==> config.mk <==
export PLATFORM = sky130hd
export DESIGN_NAME = packet_router
export DESIGN_NICKNAME = d
export VERILOG_FILES = /design/src/rtl/packet_router.sv
export SDC_FILE = /design/constraint.sdc
export NUM_CORES = 1
export LEC_CHECK = 0
export CAP_MARGIN = 25
export CORE_AREA = 2 2 151 138
export DETAILED_ROUTE_END_ITERATION = 8
export DIE_AREA = 0 0 153 140
export GPL_TIMING_DRIVEN = 1
export PLACE_DENSITY_LB_ADDON = 0.15
export SETUP_SLACK_MARGIN = 0.5
export SYNTH_ARGS = -nofsm -noshare
export SYNTH_HDL_FRONTEND = slang
export SYNTH_SLANG_ARGS = --single-unit
export TNS_END_PERCENT = 20
==> constraint.sdc <==
create_clock -name clk -period 10.7 [get_ports clk]
set_input_delay 1.07 -clock clk [delete_from_list [all_inputs] [get_ports clk]]
set_output_delay 1.07 -clock clk [all_outputs]
set_load 0.01 [all_outputs]
==> src/rtl/packet_router.sv <==
// Header-parsing router that steers payload words to three output-port RAM buffers.
// Optional ROUTER_STATS_EN adds saturating packet and drop counters.
module packet_router #(
  parameter int unsigned DATA_W  = 32,
  parameter int unsigned LEN_W   = 12,
  parameter int unsigned DEPTH   = 4096,
  parameter int unsigned MAX_LEN = 1024
) (
  input  logic              clk,
  input  logic              reset,
  input  logic [DATA_W-1:0] in_data,
  input  logic              in_valid,
  output logic              in_ready,
  output logic [DATA_W-1:0] output1,
  output logic [DATA_W-1:0] output2,
  output logic [DATA_W-1:0] output3,
  output logic              out_ram_wr1,
  output logic              out_ram_wr2,
  output logic              out_ram_wr3,
  output logic              busy,
`ifdef ROUTER_STATS_EN
  output logic [15:0]       pkt_cnt1,
  output logic [15:0]       pkt_cnt2,
  output logic [15:0]       pkt_cnt3,
  output logic [15:0]       drop_cnt,
`endif
  output logic              drop_pulse
);

  localparam logic [1:0] ST_IDLE = 2'd0;
  localparam logic [1:0] ST_FWD  = 2'd1;
  localparam logic [1:0] ST_DROP = 2'd2;

  localparam int unsigned FILL_W = $clog2(DEPTH + 1);
  localparam logic [LEN_W-1:0]  MAX_LEN_L = LEN_W'(MAX_LEN);
  localparam logic [FILL_W-1:0] DEPTH_L   = FILL_W'(DEPTH);

  logic [1:0]              state_q, state_d;
  logic [LEN_W-1:0]        rem_q, rem_d;
  logic [1:0]              port_q, port_d;
  logic [3:1][FILL_W-1:0]  fill_q, fill_d;
  logic [3:1]              wr_q, wr_d;
  logic                    drop_q, drop_d;
  logic [DATA_W-1:0]       dat_q;
  logic [3:1][DATA_W-1:0]  out_q;

  logic                    accept;
  logic [1:0]              hdr_dest;
  logic [LEN_W-1:0]        hdr_len;
  logic [FILL_W-1:0]       fill_sel;
  logic [FILL_W-1:0]       fill_sum;
  logic                    reject;

  assign in_ready = !reset;
  assign accept   = in_valid && in_ready;
  assign hdr_dest = in_data[DATA_W-1:DATA_W-2];
  assign hdr_len  = in_data[LEN_W-1:0];

  always_comb begin
    fill_sel = '0;
    case (hdr_dest)
      2'd1:    fill_sel = fill_q[1];
      2'd2:    fill_sel = fill_q[2];
      2'd3:    fill_sel = fill_q[3];
      default: fill_sel = '0;
    endcase
  end

  // Sum is wide enough to hold a full port plus any header length without wrapping.
  assign fill_sum = fill_sel + FILL_W'(hdr_len);
  assign reject   = (hdr_dest == 2'd0) || (hdr_len > MAX_LEN_L) || (fill_sum > DEPTH_L);

  always_comb begin
    state_d = state_q;
    rem_d   = rem_q;
    port_d  = port_q;
    fill_d  = fill_q;
    wr_d    = '0;
    drop_d  = 1'b0;
    case (state_q)
      ST_IDLE: begin
        if (accept) begin
          if (reject) begin
            drop_d = 1'b1;
            if (hdr_len != '0) begin
              state_d = ST_DROP;
              rem_d   = hdr_len;
            end
          end else if (hdr_len != '0) begin
            state_d          = ST_FWD;
            rem_d            = hdr_len;
            port_d           = hdr_dest;
            fill_d[hdr_dest] = fill_sum;
          end
        end
      end
      ST_FWD: begin
        if (accept) begin
          wr_d[port_q] = 1'b1;
          rem_d        = rem_q - LEN_W'(1);
          if (rem_q == LEN_W'(1)) state_d = ST_IDLE;
        end
      end
      ST_DROP: begin
        if (accept) begin
          rem_d = rem_q - LEN_W'(1);
          if (rem_q == LEN_W'(1)) state_d = ST_IDLE;
        end
      end
      default: state_d = ST_IDLE;
    endcase
  end

  // Strobe leads data by one cycle: the buffer registers the strobe before writing.
  always_ff @(posedge clk) begin
    if (reset) begin
      state_q <= ST_IDLE;
      rem_q   <= '0;
      port_q  <= '0;
      fill_q  <= '0;
      wr_q    <= '0;
      drop_q  <= 1'b0;
      dat_q   <= '0;
      out_q   <= '0;
    end else begin
      state_q <= state_d;
      rem_q   <= rem_d;
      port_q  <= port_d;
      fill_q  <= fill_d;
      wr_q    <= wr_d;
      drop_q  <= drop_d;
      if (|wr_d) dat_q <= in_data;
      if (wr_q[1]) out_q[1] <= dat_q;
      if (wr_q[2]) out_q[2] <= dat_q;
      if (wr_q[3]) out_q[3] <= dat_q;
    end
  end

  assign output1     = out_q[1];
  assign output2     = out_q[2];
  assign output3     = out_q[3];
  assign out_ram_wr1 = wr_q[1];
  assign out_ram_wr2 = wr_q[2];
  assign out_ram_wr3 = wr_q[3];
  assign busy        = (state_q != ST_IDLE);
  assign drop_pulse  = drop_q;

`ifdef ROUTER_STATS_EN
  logic [3:1][15:0] pkt_q;
  logic [15:0]      drop_cnt_q;
  logic             pkt_done;

  assign pkt_done = (state_q == ST_FWD) && accept && (rem_q == LEN_W'(1));

  always_ff @(posedge clk) begin
    if (reset) begin
      pkt_q      <= '0;
      drop_cnt_q <= '0;
    end else begin
      if (pkt_done && (pkt_q[port_q] != 16'hFFFF)) pkt_q[port_q] <= pkt_q[port_q] + 16'd1;
      if (drop_q && (drop_cnt_q != 16'hFFFF)) drop_cnt_q <= drop_cnt_q + 16'd1;
    end
  end

  assign pkt_cnt1 = pkt_q[1];
  assign pkt_cnt2 = pkt_q[2];
  assign pkt_cnt3 = pkt_q[3];
  assign drop_cnt = drop_cnt_q;
`endif

endmodule

==> metrics.txt, run 1 <==
Post-synth ARST share 0%; Post-Route WL 20700 um; final instance area 10200 sq um; CTS Buffer Depth 2; fin crit period 5890 ps; Placer Congestion 0.881; CTS Sinks 187; area leader, netlist dfxtp_1; # resized after CTS 0; CP required 11050 ps; Post-Synthesis Cell Area 8020 sq um; setup violators final 0; Critical-path top delay cell nor2b_1; Post-DP HPWL 14000 um; area of the core 19800 sq um; post-synth cell types 56; Die Ht 140 um; Hold Buf Count CTS 0; CP Data Arrival Time 6250 ps; DR iter-0 viols 374; root buffer selected by CTS clkbuf_16; syn_nets 928; Die X 153 um; crit path cell chain clkdlybuf4s50_1, nor2b_1, a22o_1, ha_1, fa_1, or3_1, or4_1, or4b_4, nor3_4, a41o_1, mux2i_1; largest net degree at the start of global routing 56; wire length per cell 16.5 um; Final Cycle Share 55.1%; first-pass GRT wire length 33200 um; Ys Warns 0; # rows 49; DRC viols 0; postcts setup bufs 0; final core utilization 51.3%; Inst Count DP 1220; Final ANT Viol Nets 0; vias per inst 5.14; Crit path buffers/inverters 1; Initial Util 40.5%; Max Cap Viol 0; fin nets 1037; pwr dens 142 nW/um^2; Yosys reg bits 187; Post-synth EDFFs 0; CP top delay family simple AND/OR/NAND/NOR gates; gr usage total 19.4%; Die ar. 21400 sq um; Max H-tree Level 4; final setup TNS 0 ps; CP max stage delay 890 ps; main area contributors after synthesis dfxtp_1, mux2i_1, nand2_1; total power 1.44 mW; RSZ-0062 raised after global routing no; Hold WC Path Type flip-flop to flip-flop; worst vdd ir 0.111 mV; final clock skew 13.9 ps; worst slew pin tran 923 ps; CTS tree done; Cell Area, Placed 9540 sq um; max-slew violations 0; Primary FF master, synth dfxtp_1; startpoint types input port; top-area cell type share of the netlist area 46.7%; global route overflow 0; vias 6436; clk slew on worst S/H paths 70 ps; worst relative slew slack 38.3%; I/O pin count 137; share of layout cells above drive strength 1 6.51%; Max Fclk 170 MHz; CTS buffer count 17; Pleak 3.67 nW; # diodes 0; Final Hold Fails 0; sequential element share of the synthesized area 46.7%; antenna violations before repair 0; Mapped Cells 876; status complete, no violations; PortBufs 136; synthesis-to-finish area growth 26.6%; Pre-Repair DR Iteration Count 5; number of global-route vias before repair 6086; Avg Inst Size Synth 9.16 sq um; Layout Cells excl Fill 1253; Worst Path Max Fanout 19; Worst setup EP type flip-flop; Clock Latency Late Sink 440 ps; Worst Path Class, Setup input port to flip-flop
## flip-flops by register name (all words and copies together) (netlist names)
register / count
drop_pulse: 1
fill_q: 39
output3: 32
rem_q: 12
wr_q: 3
state_q: 2
output1: 32
dat_q: 32
port_q: 2
output2: 32
## worst register-to-register path: stages (launching register included)
cell      delay [ps]
dfxtp_1          320
mux2_2           260
a22o_1           190
ha_1             220
fa_1             420
a21oi_1          260
o21bai_1         120
xor2_1           170
or4_1            520
or4b_4           550
nor3_4           210
a41o_1           670
mux2i_1          260
## per-stage QoR
step / hold slack, ps / worst slack [ps]
3_3_place_gp: 439 / 4490
3_5_place_dp: 438 / 4390
4_1_cts: 444 / 4840
5_1_grt: 466 / 4560
6_report: 449 / 4810
2_1_floorplan: 413 / 5630
## layout make-up
| type | count | area, sq um |
|---|---|---|
| clock buffer | 17 | 425 |
| clock inverter | 15 | 155 |
| fill | 1853 | 9650 |
| inverter | 13 | 48.8 |
| multi-input combinational | 620 | 3990 |
| sequential | 187 | 3750 |
| tap | 255 | 319 |
| timing repair buffer | 146 | 1470 |
## per-layer routing
| layer | vias up | track usage (%) | routed length [um] |
|---|---|---|---|
| met5 | - | 0 | 0 |
| met4 | 0 | 6.38 | 346 |
| met3 | 24 | 3.84 | 882 |
| met2 | 124 | 30.4 | 9550 |
| met1 | 3026 | 26.9 | 9950 |
| li1 | 3262 | - | - |
## power by group
| group | switching (mW) | internal [mW] |
|---|---|---|
| Sequential | 0.00616 | 0.702 |
| Combinational | 0.0694 | 0.0422 |
| Clock | 0.306 | 0.311 |
| Total | 0.381 | 1.06 |
## worst paths after layout
kind	from	to	slack, ps	cells after the start
worst min-delay path	port_q[0]	wr_q[2]	450	1
worst max-delay path	in_data[31]	fill_q[7]	4810	11
worst max register to register	fill_q[26]	fill_q[7]	6460	12
worst min register to register	port_q[0]	wr_q[2]	450	1
## kinds of logic (layout without fill, tap and decap cells)
family	count (synthesis)	in the layout	synth area share, %
AOI/OAI and AO/OA	136	136	11.0
xor gates and xnor gates	5	5	0.546
adders and majority gates	17	17	2.75
buffers and inverters	69	191	3.73
DFF	187	187	46.7
muxes	147	147	18.5
and+or+nand+nor	315	315	16.7
## placed cells by master, fill, tap and decap left out, drive strengths merged, types with 3 or more instances in the layout
master	n
o21ai	19
dfxtp	187
o211ai	5
nor2b	6
buf	11
nor2	117
a21o	5
a21oi	52
xnor2	3
a22o	12
nand2	144
and2	4
clkdlybuf4s50	135
a22oi	3
o31ai	3
ha	16
clkinv	4
clkinvlp	4
inv	20
or4	4
o22ai	7
nor4	4
clkbuf	17
or3	4
o21bai	3
nand3	11
mux2	12
nor3	6
o2bb2ai	4
nand4b	3
a211oi	13
mux2i	135
## synth_stat cells (6+ instances only)
master    instances
o21ai_0          17
a211oi_1         13
nand3_1          11
a21oi_1          52
nor2_1          117
nand2_1         144
dfxtp_1         187
a22o_1           12
clkbuf_1         37
ha_1             16
buf_1            11
nor2b_1           6
mux2_2           12
o22ai_1           7
mux2i_1         135
inv_1            12
Power figures use the tool's default switching activity.
==> run 2: changes to the inputs <==
Clock period 10.7 ns to 5.51 ns, I/O delays scaled along.
==> run 2 against run 1 <==
Against the previous run:
- design area hardly changed
- setup slack got worse by 3800 ps
- sequential power up 95%
- routed wire length down 2.5%
- clock skew rose by 0.95 ps
- cell count hardly changed
- combinational power rose by 94%
- critical path depth rose by 1
- critical endpoint is now fill_q[24]
==> metrics.txt, run 2 (synthesis results as in run 1) <==
worst vdd ir 0.170 mV (+53%); Final ANT Viol Nets 0 (unchanged); share of layout cells above drive strength 1 6.61% (+0.094 points); fin crit period 4530 ps; max reg flops 39 (unchanged); fin nets 1038 (+0.096%); vias 6323 (-1.8%); Pre-Repair DR Iteration Count 5 (unchanged); Worst setup EP type flip-flop; commonest non-fill, non-tap cell in the layout dfxtp_1; number of global-route vias before repair 5866 (-3.6%); final setup TNS 0 ps (unchanged); most frequent cells in the layout dfxtp_1, nand2_1, mux2i_1, clkdlybuf4s50_1, nor2_1; max-slew violations 0 (unchanged); R2R Setup Slk 1600 ps (-4860 ps); Hold WC Path Type flip-flop to flip-flop; PortBufs 136 (unchanged); worst slew pin tran 1000 ps (+78.6 ps); Clock Latency Late Sink 430 ps (about the same); gr usage total 18.7% (-0.69 points); CP max stage delay 550 ps (-340 ps); CP Data Arrival Time 4820 ps (-1430 ps); CTS tree done; first-pass GRT wire length 32400 um (-2.5%); R2R cell count 11 (-1); final clock skew 14.8 ps (+0.955 ps); Die X 153 um (unchanged); # resized after CTS 0 (unchanged); global route overflow 0 (unchanged); vias per inst 5.04 (-1.8%); clk slew on worst S/H paths 70 ps (about the same); Pleak 3.68 nW (+0.37%); Crit path buffers/inverters 2 (+1); largest net degree at the start of global routing 89 (+59%); antenna violations before repair 0 (unchanged); wire length per cell 16.1 um (-2.6%); WHS Path Cells 1 (unchanged); Die Ht 140 um (unchanged); Placer Congestion 0.887 (+0.67%); hold path endpoint wr_q[2]; Max Cap Viol 0 (unchanged); # rows 49 (unchanged); area of the core 19800 sq um (unchanged); root buffer selected by CTS clkbuf_16; Critical-path top delay cell clkdlybuf4s50_1; synthesis-to-finish area growth 26.5% (about the same); # diodes 0 (unchanged); total power 2.82 mW (+97%); CP required 5800 ps (-5250 ps); startpoint types input port; Post-DP HPWL 13600 um (-2.8%); Worst Path Class, Setup input port to flip-flop; RSZ-0062 raised after global routing no; final worst slack 977 ps (-3830 ps); Initial Util 40.5% (unchanged); DR iter-0 viols 433 (+16%); Post-Place Setup Slack 505 ps (-3880 ps); pwr dens 278 nW/um^2 (+97%); Post-Route WL 20200 um (-2.5%); Biggest register fill_q; Worst Path Max Fanout 17 (-2); Hold Buf Count CTS 0 (unchanged); Final Hold Fails 0 (unchanged); setup violators final 0 (unchanged); min-delay src port_q[0]; launch point of the worst reg-to-reg path fill_q[13]; CTS buffer count 17 (unchanged); Die ar. 21400 sq um (unchanged); CP top delay family simple AND/OR/NAND/NOR gates; CTS Buffer Depth 2 (unchanged); CTS Sinks 187 (unchanged); worst relative slew slack 33.1% (-5.3 points); Final Cycle Share 82.3%; DRC viols 0 (unchanged); I/O pin count 137 (unchanged); Max H-tree Level 4 (unchanged); RR Endpoint fill_q[24]; crit path cell chain clkdlybuf4s50_1, buf_4, nor2b_1, a22o_1, ha_1, fa_1, or3_1, or4_1, or4b_4, nor3_4, a41oi_4, mux2i_1; postcts setup bufs 0 (unchanged); status complete, no violations; Max Fclk 221 MHz
run 2: cell types whose count changed in the layout (fill, tap and decap cells not counted), sizes merged:
cell	before	now
bufinv	0	1
clkbuf	17	18
inv	20	19
clkinvlp	4	2
buf	11	12
clkinv	4	5
run 2: layout make-up:
| cell class | instances | area, sq um |
|---|---|---|
| Timing Repair Buffer | 147 | 1450 |
| Clock buffer | 18 | 439 |
| Fill cell | 1846 | 9650 |
| Inverter | 13 | 48.8 |
| Tap cell | 255 | 319 |
| Sequential cell | 187 | 3750 |
| Clock inverter | 14 | 153 |
| Multi-Input combinational cell | 620 | 3990 |
run 2: worst max-delay path by stage:
| stage | start | to | depth (start not counted) |
|---|---|---|---|
| CTS | in_data[30] | fill_q[24] | 12 |
| finish | in_data[30] | fill_q[24] | 12 |
| floorplan | in_data[30] | fill_q[7] | 15 |
| detailed placement | in_data[30] | fill_q[24] | 12 |
| global route | in_data[30] | fill_q[7] | 13 |
| global placement | in_data[30] | fill_q[17] | 12 |
run 2: through the flow:
stage	std cells	util (%)	cell area [sq um]	hold WS, ps
global route	1254	51.3	10200	458
global placement	1221	48.2	9540	421
finish	1254	51.3	10200	450
CTS	1254	51.3	10200	441
detailed placement	1222	48.3	9560	426
floorplan	876	-	8020	413
run 2: routing by layer:
layer	GRT usage [%]	vias to the layer above	wire, um
met5	0	-	0
met4	4.87	0	179
met3	3.53	14	669
met2	29.9	111	9290
met1	26.1	2953	10100
li1	-	3245	-
run 2: power by group:
group | internal, mW | total [mW] | switching (mW)
Combinational | 0.0821 | 0.217 | 0.135
Sequential | 1.36 | 1.38 | 0.0118
Clock | 0.655 | 1.23 | 0.576
